`config.mk`:
```
export PLATFORM = sky130hd
export DESIGN_NAME = alu_dec_stage
export DESIGN_NICKNAME = d
export VERILOG_FILES = /design/src/rtl/alu_pkg.sv /design/src/rtl/alu_dec_comb.sv /design/src/rtl/alu_dec_stage.sv
export SDC_FILE = /design/constraint.sdc
export NUM_CORES = 1
export LEC_CHECK = 0
export ABC_AREA = 1
export CORE_MARGIN = 1
export CORE_UTILIZATION = 50
export DETAILED_ROUTE_END_ITERATION = 10
export PLACE_DENSITY = 0.79
export SYNTH_ARGS = -nofsm -noshare
export SYNTH_HDL_FRONTEND = slang
export SYNTH_HIERARCHICAL = 1
export SYNTH_SLANG_ARGS = --single-unit
```
`constraint.sdc`:
```
create_clock -name clk -period 3.3 [get_ports clk]
set_input_delay 0.66 -clock clk [delete_from_list [all_inputs] [get_ports clk]]
set_output_delay 0.66 -clock clk [all_outputs]
set_load 0.02 [all_outputs]
```
`src/rtl/alu_pkg.sv`:
```
// Shared ALU definitions for the decode stage, the EX ALU and the mul/div unit.
//   alu_op_e  : 5-bit ALU operation encoding
//   alu_dec_t : decoded payload (op, is_m, illegal)
//   OPC_*     : major opcodes decoded here, F7_* : funct7 classes
package alu_pkg;

  localparam int unsigned OP_W  = 5;
  localparam int unsigned OPC_W = 7;

  typedef enum logic [OP_W-1:0] {
    ALU_ADD    = 5'd0,
    ALU_SUB    = 5'd1,
    ALU_AND    = 5'd2,
    ALU_OR     = 5'd3,
    ALU_XOR    = 5'd4,
    ALU_SLL    = 5'd5,
    ALU_SRL    = 5'd6,
    ALU_SRA    = 5'd7,
    ALU_SLT    = 5'd8,
    ALU_SLTU   = 5'd9,
    ALU_MUL    = 5'd10,
    ALU_MULH   = 5'd11,
    ALU_MULHSU = 5'd12,
    ALU_MULHU  = 5'd13,
    ALU_DIV    = 5'd14,
    ALU_DIVU   = 5'd15,
    ALU_REM    = 5'd16,
    ALU_REMU   = 5'd17,
    ALU_NOP    = 5'd30,
    ALU_ILL    = 5'd31
  } alu_op_e;

  localparam logic [OPC_W-1:0] OPC_OP    = 7'b0110011;
  localparam logic [OPC_W-1:0] OPC_OPIMM = 7'b0010011;

  localparam logic [6:0] F7_BASE   = 7'b0000000;
  localparam logic [6:0] F7_ALT    = 7'b0100000;
  localparam logic [6:0] F7_MULDIV = 7'b0000001;

  typedef struct packed {
    alu_op_e op;
    logic    is_m;
    logic    illegal;
  } alu_dec_t;

endpackage

```
`src/rtl/alu_dec_comb.sv`:
```
// Pure combinational OP / OP-IMM decoder to a 5-bit ALU operation.
//   EN_M    : 1 decodes the M extension, 0 treats it as illegal
//   opcode, funct3, funct7 : instruction fields
//   op, is_m, illegal      : decoded result
module alu_dec_comb
  import alu_pkg::*;
#(
  parameter bit EN_M = 1'b1
) (
  input  logic [6:0] opcode,
  input  logic [2:0] funct3,
  input  logic [6:0] funct7,
  output alu_op_e    op,
  output logic       is_m,
  output logic       illegal
);

  always_comb begin
    op   = ALU_NOP;
    is_m = 1'b0;
    case (opcode)
      OPC_OP: begin
        case (funct7)
          F7_BASE: begin
            case (funct3)
              3'b000:  op = ALU_ADD;
              3'b001:  op = ALU_SLL;
              3'b010:  op = ALU_SLT;
              3'b011:  op = ALU_SLTU;
              3'b100:  op = ALU_XOR;
              3'b101:  op = ALU_SRL;
              3'b110:  op = ALU_OR;
              default: op = ALU_AND;
            endcase
          end
          F7_ALT: begin
            case (funct3)
              3'b000:  op = ALU_SUB;
              3'b101:  op = ALU_SRA;
              default: op = ALU_ILL;
            endcase
          end
          F7_MULDIV: begin
            // funct3 indexes MUL..REMU directly, contiguous from ALU_MUL
            if (EN_M) begin
              op   = alu_op_e'(OP_W'(ALU_MUL) + OP_W'(funct3));
              is_m = 1'b1;
            end else begin
              op = ALU_ILL;
            end
          end
          default: op = ALU_ILL;
        endcase
      end
      OPC_OPIMM: begin
        case (funct3)
          3'b000:  op = ALU_ADD;
          3'b010:  op = ALU_SLT;
          3'b011:  op = ALU_SLTU;
          3'b100:  op = ALU_XOR;
          3'b110:  op = ALU_OR;
          3'b111:  op = ALU_AND;
          3'b001:  op = (funct7 == F7_BASE) ? ALU_SLL : ALU_ILL;
          default: op = (funct7 == F7_BASE) ? ALU_SRL :
                        (funct7 == F7_ALT)  ? ALU_SRA : ALU_ILL;
        endcase
      end
      default: op = ALU_NOP;
    endcase
    illegal = (op == ALU_ILL);
  end

endmodule

```
`src/rtl/alu_dec_stage.sv`:
```
// Registered ALU decode stage between ID and EX with valid/ready handshake,
// optional two-entry skid buffer, flush and saturating illegal-op counter.
//   clk, rst (sync, active high), flush
//   in_valid/in_ready, opcode/funct3/funct7/in_tag : upstream side
//   out_valid/out_ready, alu_op/is_m/illegal/out_tag : EX side
//   illegal_cnt : illegal ops delivered, saturating
module alu_dec_stage
  import alu_pkg::*;
#(
  parameter bit          EN_M  = 1'b1,
  parameter bit          SKID  = 1'b1,
  parameter int unsigned TAG_W = 5,
  parameter int unsigned CNT_W = 16
) (
  input  logic             clk,
  input  logic             rst,
  input  logic             flush,
  input  logic             in_valid,
  output logic             in_ready,
  input  logic [6:0]       opcode,
  input  logic [2:0]       funct3,
  input  logic [6:0]       funct7,
  input  logic [TAG_W-1:0] in_tag,
  output logic             out_valid,
  input  logic             out_ready,
  output logic [OP_W-1:0]  alu_op,
  output logic             is_m,
  output logic             illegal,
  output logic [TAG_W-1:0] out_tag,
  output logic [CNT_W-1:0] illegal_cnt
);

  alu_dec_t             dec;
  alu_dec_t             out_q;
  alu_dec_t             skid_q;
  logic [TAG_W-1:0]     skid_tag;
  logic                 skid_valid;
  logic                 accept;
  logic                 drain;

  alu_dec_comb #(.EN_M(EN_M)) u_dec (
    .opcode  (opcode),
    .funct3  (funct3),
    .funct7  (funct7),
    .op      (dec.op),
    .is_m    (dec.is_m),
    .illegal (dec.illegal)
  );

  // Output register can take a new entry this edge
  assign drain    = !out_valid || out_ready;
  assign in_ready = SKID ? !skid_valid : drain;
  assign accept   = in_valid && in_ready;

  assign alu_op  = out_q.op;
  assign is_m    = out_q.is_m;
  assign illegal = out_q.illegal;

  // Output and skid entries; skid always drains ahead of new input
  always_ff @(posedge clk) begin
    if (rst) begin
      out_valid  <= 1'b0;
      out_q      <= '{op: ALU_NOP, is_m: 1'b0, illegal: 1'b0};
      out_tag    <= '0;
      skid_valid <= 1'b0;
      skid_q     <= '{op: ALU_NOP, is_m: 1'b0, illegal: 1'b0};
      skid_tag   <= '0;
    end else if (flush) begin
      out_valid  <= 1'b0;
      skid_valid <= 1'b0;
    end else if (drain) begin
      if (skid_valid) begin
        out_valid  <= 1'b1;
        out_q      <= skid_q;
        out_tag    <= skid_tag;
        skid_valid <= 1'b0;
      end else if (accept) begin
        out_valid <= 1'b1;
        out_q     <= dec;
        out_tag   <= in_tag;
      end else begin
        out_valid <= 1'b0;
      end
    end else if (SKID && accept) begin
      skid_valid <= 1'b1;
      skid_q     <= dec;
      skid_tag   <= in_tag;
    end
  end

  // Count delivered illegal ops, holding at all-ones
  always_ff @(posedge clk) begin
    if (rst) begin
      illegal_cnt <= '0;
    end else if (out_valid && out_ready && out_q.illegal && (illegal_cnt != '1)) begin
      illegal_cnt <= illegal_cnt + CNT_W'(1);
    end
  end

endmodule

```
==> results_dict.tcl <==
set metrics [dict create \
    hpwl_um 4303 \
    synth-compound-area-share 0.1292 \
    initial_utilization 0.5239 \
    layout-drive-gt1-share 0.1071 \
    numClockSinks 42 \
    drc 0 \
    area_growth_pct 27.74 \
    clockRootBuffer "clkbuf_8" \
    crit_slowest_cell "dfxtp_1" \
    cap_violations 0 \
    power-per-cell-area_nw_per_um2 337.2 \
    die_w_um 72.82 \
    place_area_um2 3094 \
    tightest_slew_ns 0.8586 \
    cp.required_ns 2.64 \
    grt.overflow.total 0 \
    synth_cells 394 \
    min_period_over_period 0.7429 \
    vias 2591 \
    outcome "completed" \
    finalHoldViolations 0 \
    fin_ws_ns 0.8485 \
    power.leakage_nw 1.395 \
    path_max_fanout 14 \
    path_cells "inv_2 -> clkdlybuf4s50_1" \
    skew_ns 0.004477 \
    fin_hold_ws_ns 0.4764 \
    wirelength_um 5757 \
    fp-row-count 25 \
    grt_pass1_wl_um 9936 \
    yosys_warnings 6 \
    syn_nets 425 \
    antenna_found_initial 0 \
    rsz0062_at_grt "false" \
    synth_xor_area_frac 0.003493 \
    reg2reg_from "skid_valid" \
    synthMuxAreaShare 0 \
    gp_congestion 0.9052 \
    diodes 0 \
    clkTransAtPathRegs_ns 0.08 \
    period_minus_slack_ns 2.451 \
    postCtsHoldBufs 0 \
    avgSynthCellArea_um2 6.364 \
    setup_viol 0 \
    vias_per_cell 5.031 \
    synth-seq-area-share 0.3353 \
    r2r_end "is_m" \
    hp-start "skid_q[6]" \
    first_global_vias 2363 \
    fin_tns_setup_ns 0 \
    peakVddDrop_mv 0.3212 \
    cts_buffers 5 \
    cpPeakStageDelay_ns 0.66 \
    yosys-top-cells-area "dfxtp_1 34%, nand2_1 15%, nor2_1 9.6%" \
    cts_tree "built" \
    synth_top_area_frac 0.3353 \
    endpoint_kind "primary output" \
    critical_path_arrival_ns 1.79 \
    critical_path_class "flop to primary output" \
    yosysUniqueCellTypes 28 \
    grt_max_degree 33 \
    p_total_w 0.001080 \
    startpoint_type "flop" \
    pre_cts_ws_ns 0.5440 \
    r2r_setup_slack_ns 1.44 \
    drt_pass1_iterations 4 \
    synthAdderAreaFrac 0.01996 \
    slew_violations 0 \
    die_h_um 72.82 \
    synth-simple-area-share 0.4202 \
    fp.coreArea_um2 4786 \
    drtIter0Drc 127 \
    synth_area_um2 2507 \
    holdPathEnd "skid_q[6]" \
    min_path_cells 2 \
    track_usage 0.2342 \
    die-area_um2 5302 \
    post_cts_resized 0 \
    yosys.area.top_type "dfxtp_1" \
    port-buffer-count 56 \
    clock_latency_ns 0.29 \
    ios 57 \
    holdCritPathClass "flop to flop" \
    avgRoutedWirePerCell_um 11.18 \
    reg2regPathDepth 6 \
    htreeDepth 2 \
    slew_headroom 0.4270 \
    cts_setup_buffers 0 \
    postRouteAntennaNets 0 \
    timing.fmax_mhz 407.9 \
    layout.nets 478 \
    cts_max_path_buffers 2 \
    ys_ff_latch 42 \
    stdcell_area_um2 3203 \
    synth_top_family_by_area "simple AND/OR/NAND/NOR gates" \
]
==> area by class of cell <==
cell class              instances  area [um^2]
fillers                       433         1583
repair buffers                 57        568.0
inverters                      44        165.2
multi-input cells             297         1436
well taps                      67        83.83
flip-flops and latches         42        840.8
clock inverters                 3        40.04
clock buffers                   5        68.82
==> routing by layer <==
layer	up-vias	global-route usage	wire length [um]
met5	-	0	0
met4	0	0.07625	80
met3	11	0.05387	265
met2	60	0.4071	2806
met1	1148	0.2852	2604
li1	1372	-	-
==> worst max-delay path by stage <==
stage,start,depth (start not counted),end
2_1_floorplan,funct3[2],12,alu_op[3]
3_3_place_gp,funct3[2],13,alu_op[3]
3_5_place_dp,funct3[2],13,alu_op[3]
4_1_cts,funct3[2],13,alu_op[3]
5_1_grt,funct3[2],13,alu_op[3]
6_report,skid_valid,2,in_ready
==> flip-flops by register name, summed over array words and instances, names as in the netlist <==
register     flops
alu_op           5
illegal          1
illegal_cnt     16
is_m             1
out_tag          5
out_valid        1
skid_q           7
skid_tag         5
skid_valid       1
==> critical path, delay by kind of cell (launching register included) <==
kind | cells | cell delay, ns
buf+inv | 2 | 0.83
flops | 1 | 0.66
==> power by group <==
group	total, W	leakage (nW)	switching [W]	internal (W)
Sequential	0.000527	0.341	0.00000759	0.000519
Clock	0.000405	0.0579	0.000182	0.000223
Combinational	0.000148	0.996	0.0000783	0.0000700
Total	0.00108	1.39	0.000268	0.000812
==> cells in the final DEF, fill, tap and decap left out, drive strengths merged, types with 2 or more instances in the layout <==
cell,Yosys,final
a21oi,15,15
a31oi,8,8
clkbuf,4,5
clkdlybuf4s50,0,56
clkinv,0,2
dfxtp,42,42
ha,4,4
inv,44,44
nand2,106,106
nand3,40,40
nand4,2,2
nor2,79,79
nor3,2,2
o211ai,5,5
o21ai,30,30
or2,4,4
==> synth_stat cells <==
cell type  instances
nand2_1          100
nor2_1            64
dfxtp_1           42
inv_1             36
nand3_1           35
o21ai_0           25
a21oi_1           15
nor2_2            12
a31oi_1            8
inv_2              8
nand3_2            5
o211ai_1           5
buf_2              4
clkbuf_1           4
ha_1               4
nand2_2            4
o21ai_1            4
or2_2              4
buf_6              2
nand2_4            2
nand4_1            2
nor2_4             2
nor3_1             2
buf_4              1
nor2_8             1
o21ai_2            1
o31ai_1            1
xor2_1             1
==> logic make-up (layout without fill, tap and decap cells) <==
| logic type | after synthesis | in the layout |
|---|---|---|
| AO/OA/AOI/OAI | 59 | 59 |
| adder cells (fa/ha/maj) | 4 | 4 |
| XOR/XNOR | 1 | 1 |
| buffers and inverters | 55 | 109 |
| AND/OR/NAND/NOR | 233 | 233 |
| flip-flops | 42 | 42 |
==> per-stage QoR <==
stage | cells | util
after global placement | 507 | 0.6465
after detailed placement | 507 | 0.6465
after CTS | 515 | 0.6693
after global routing | 515 | 0.6693
after floorplan | 394 | -
final | 515 | 0.6693
Note: power is estimated with default switching activity, not from simulation.
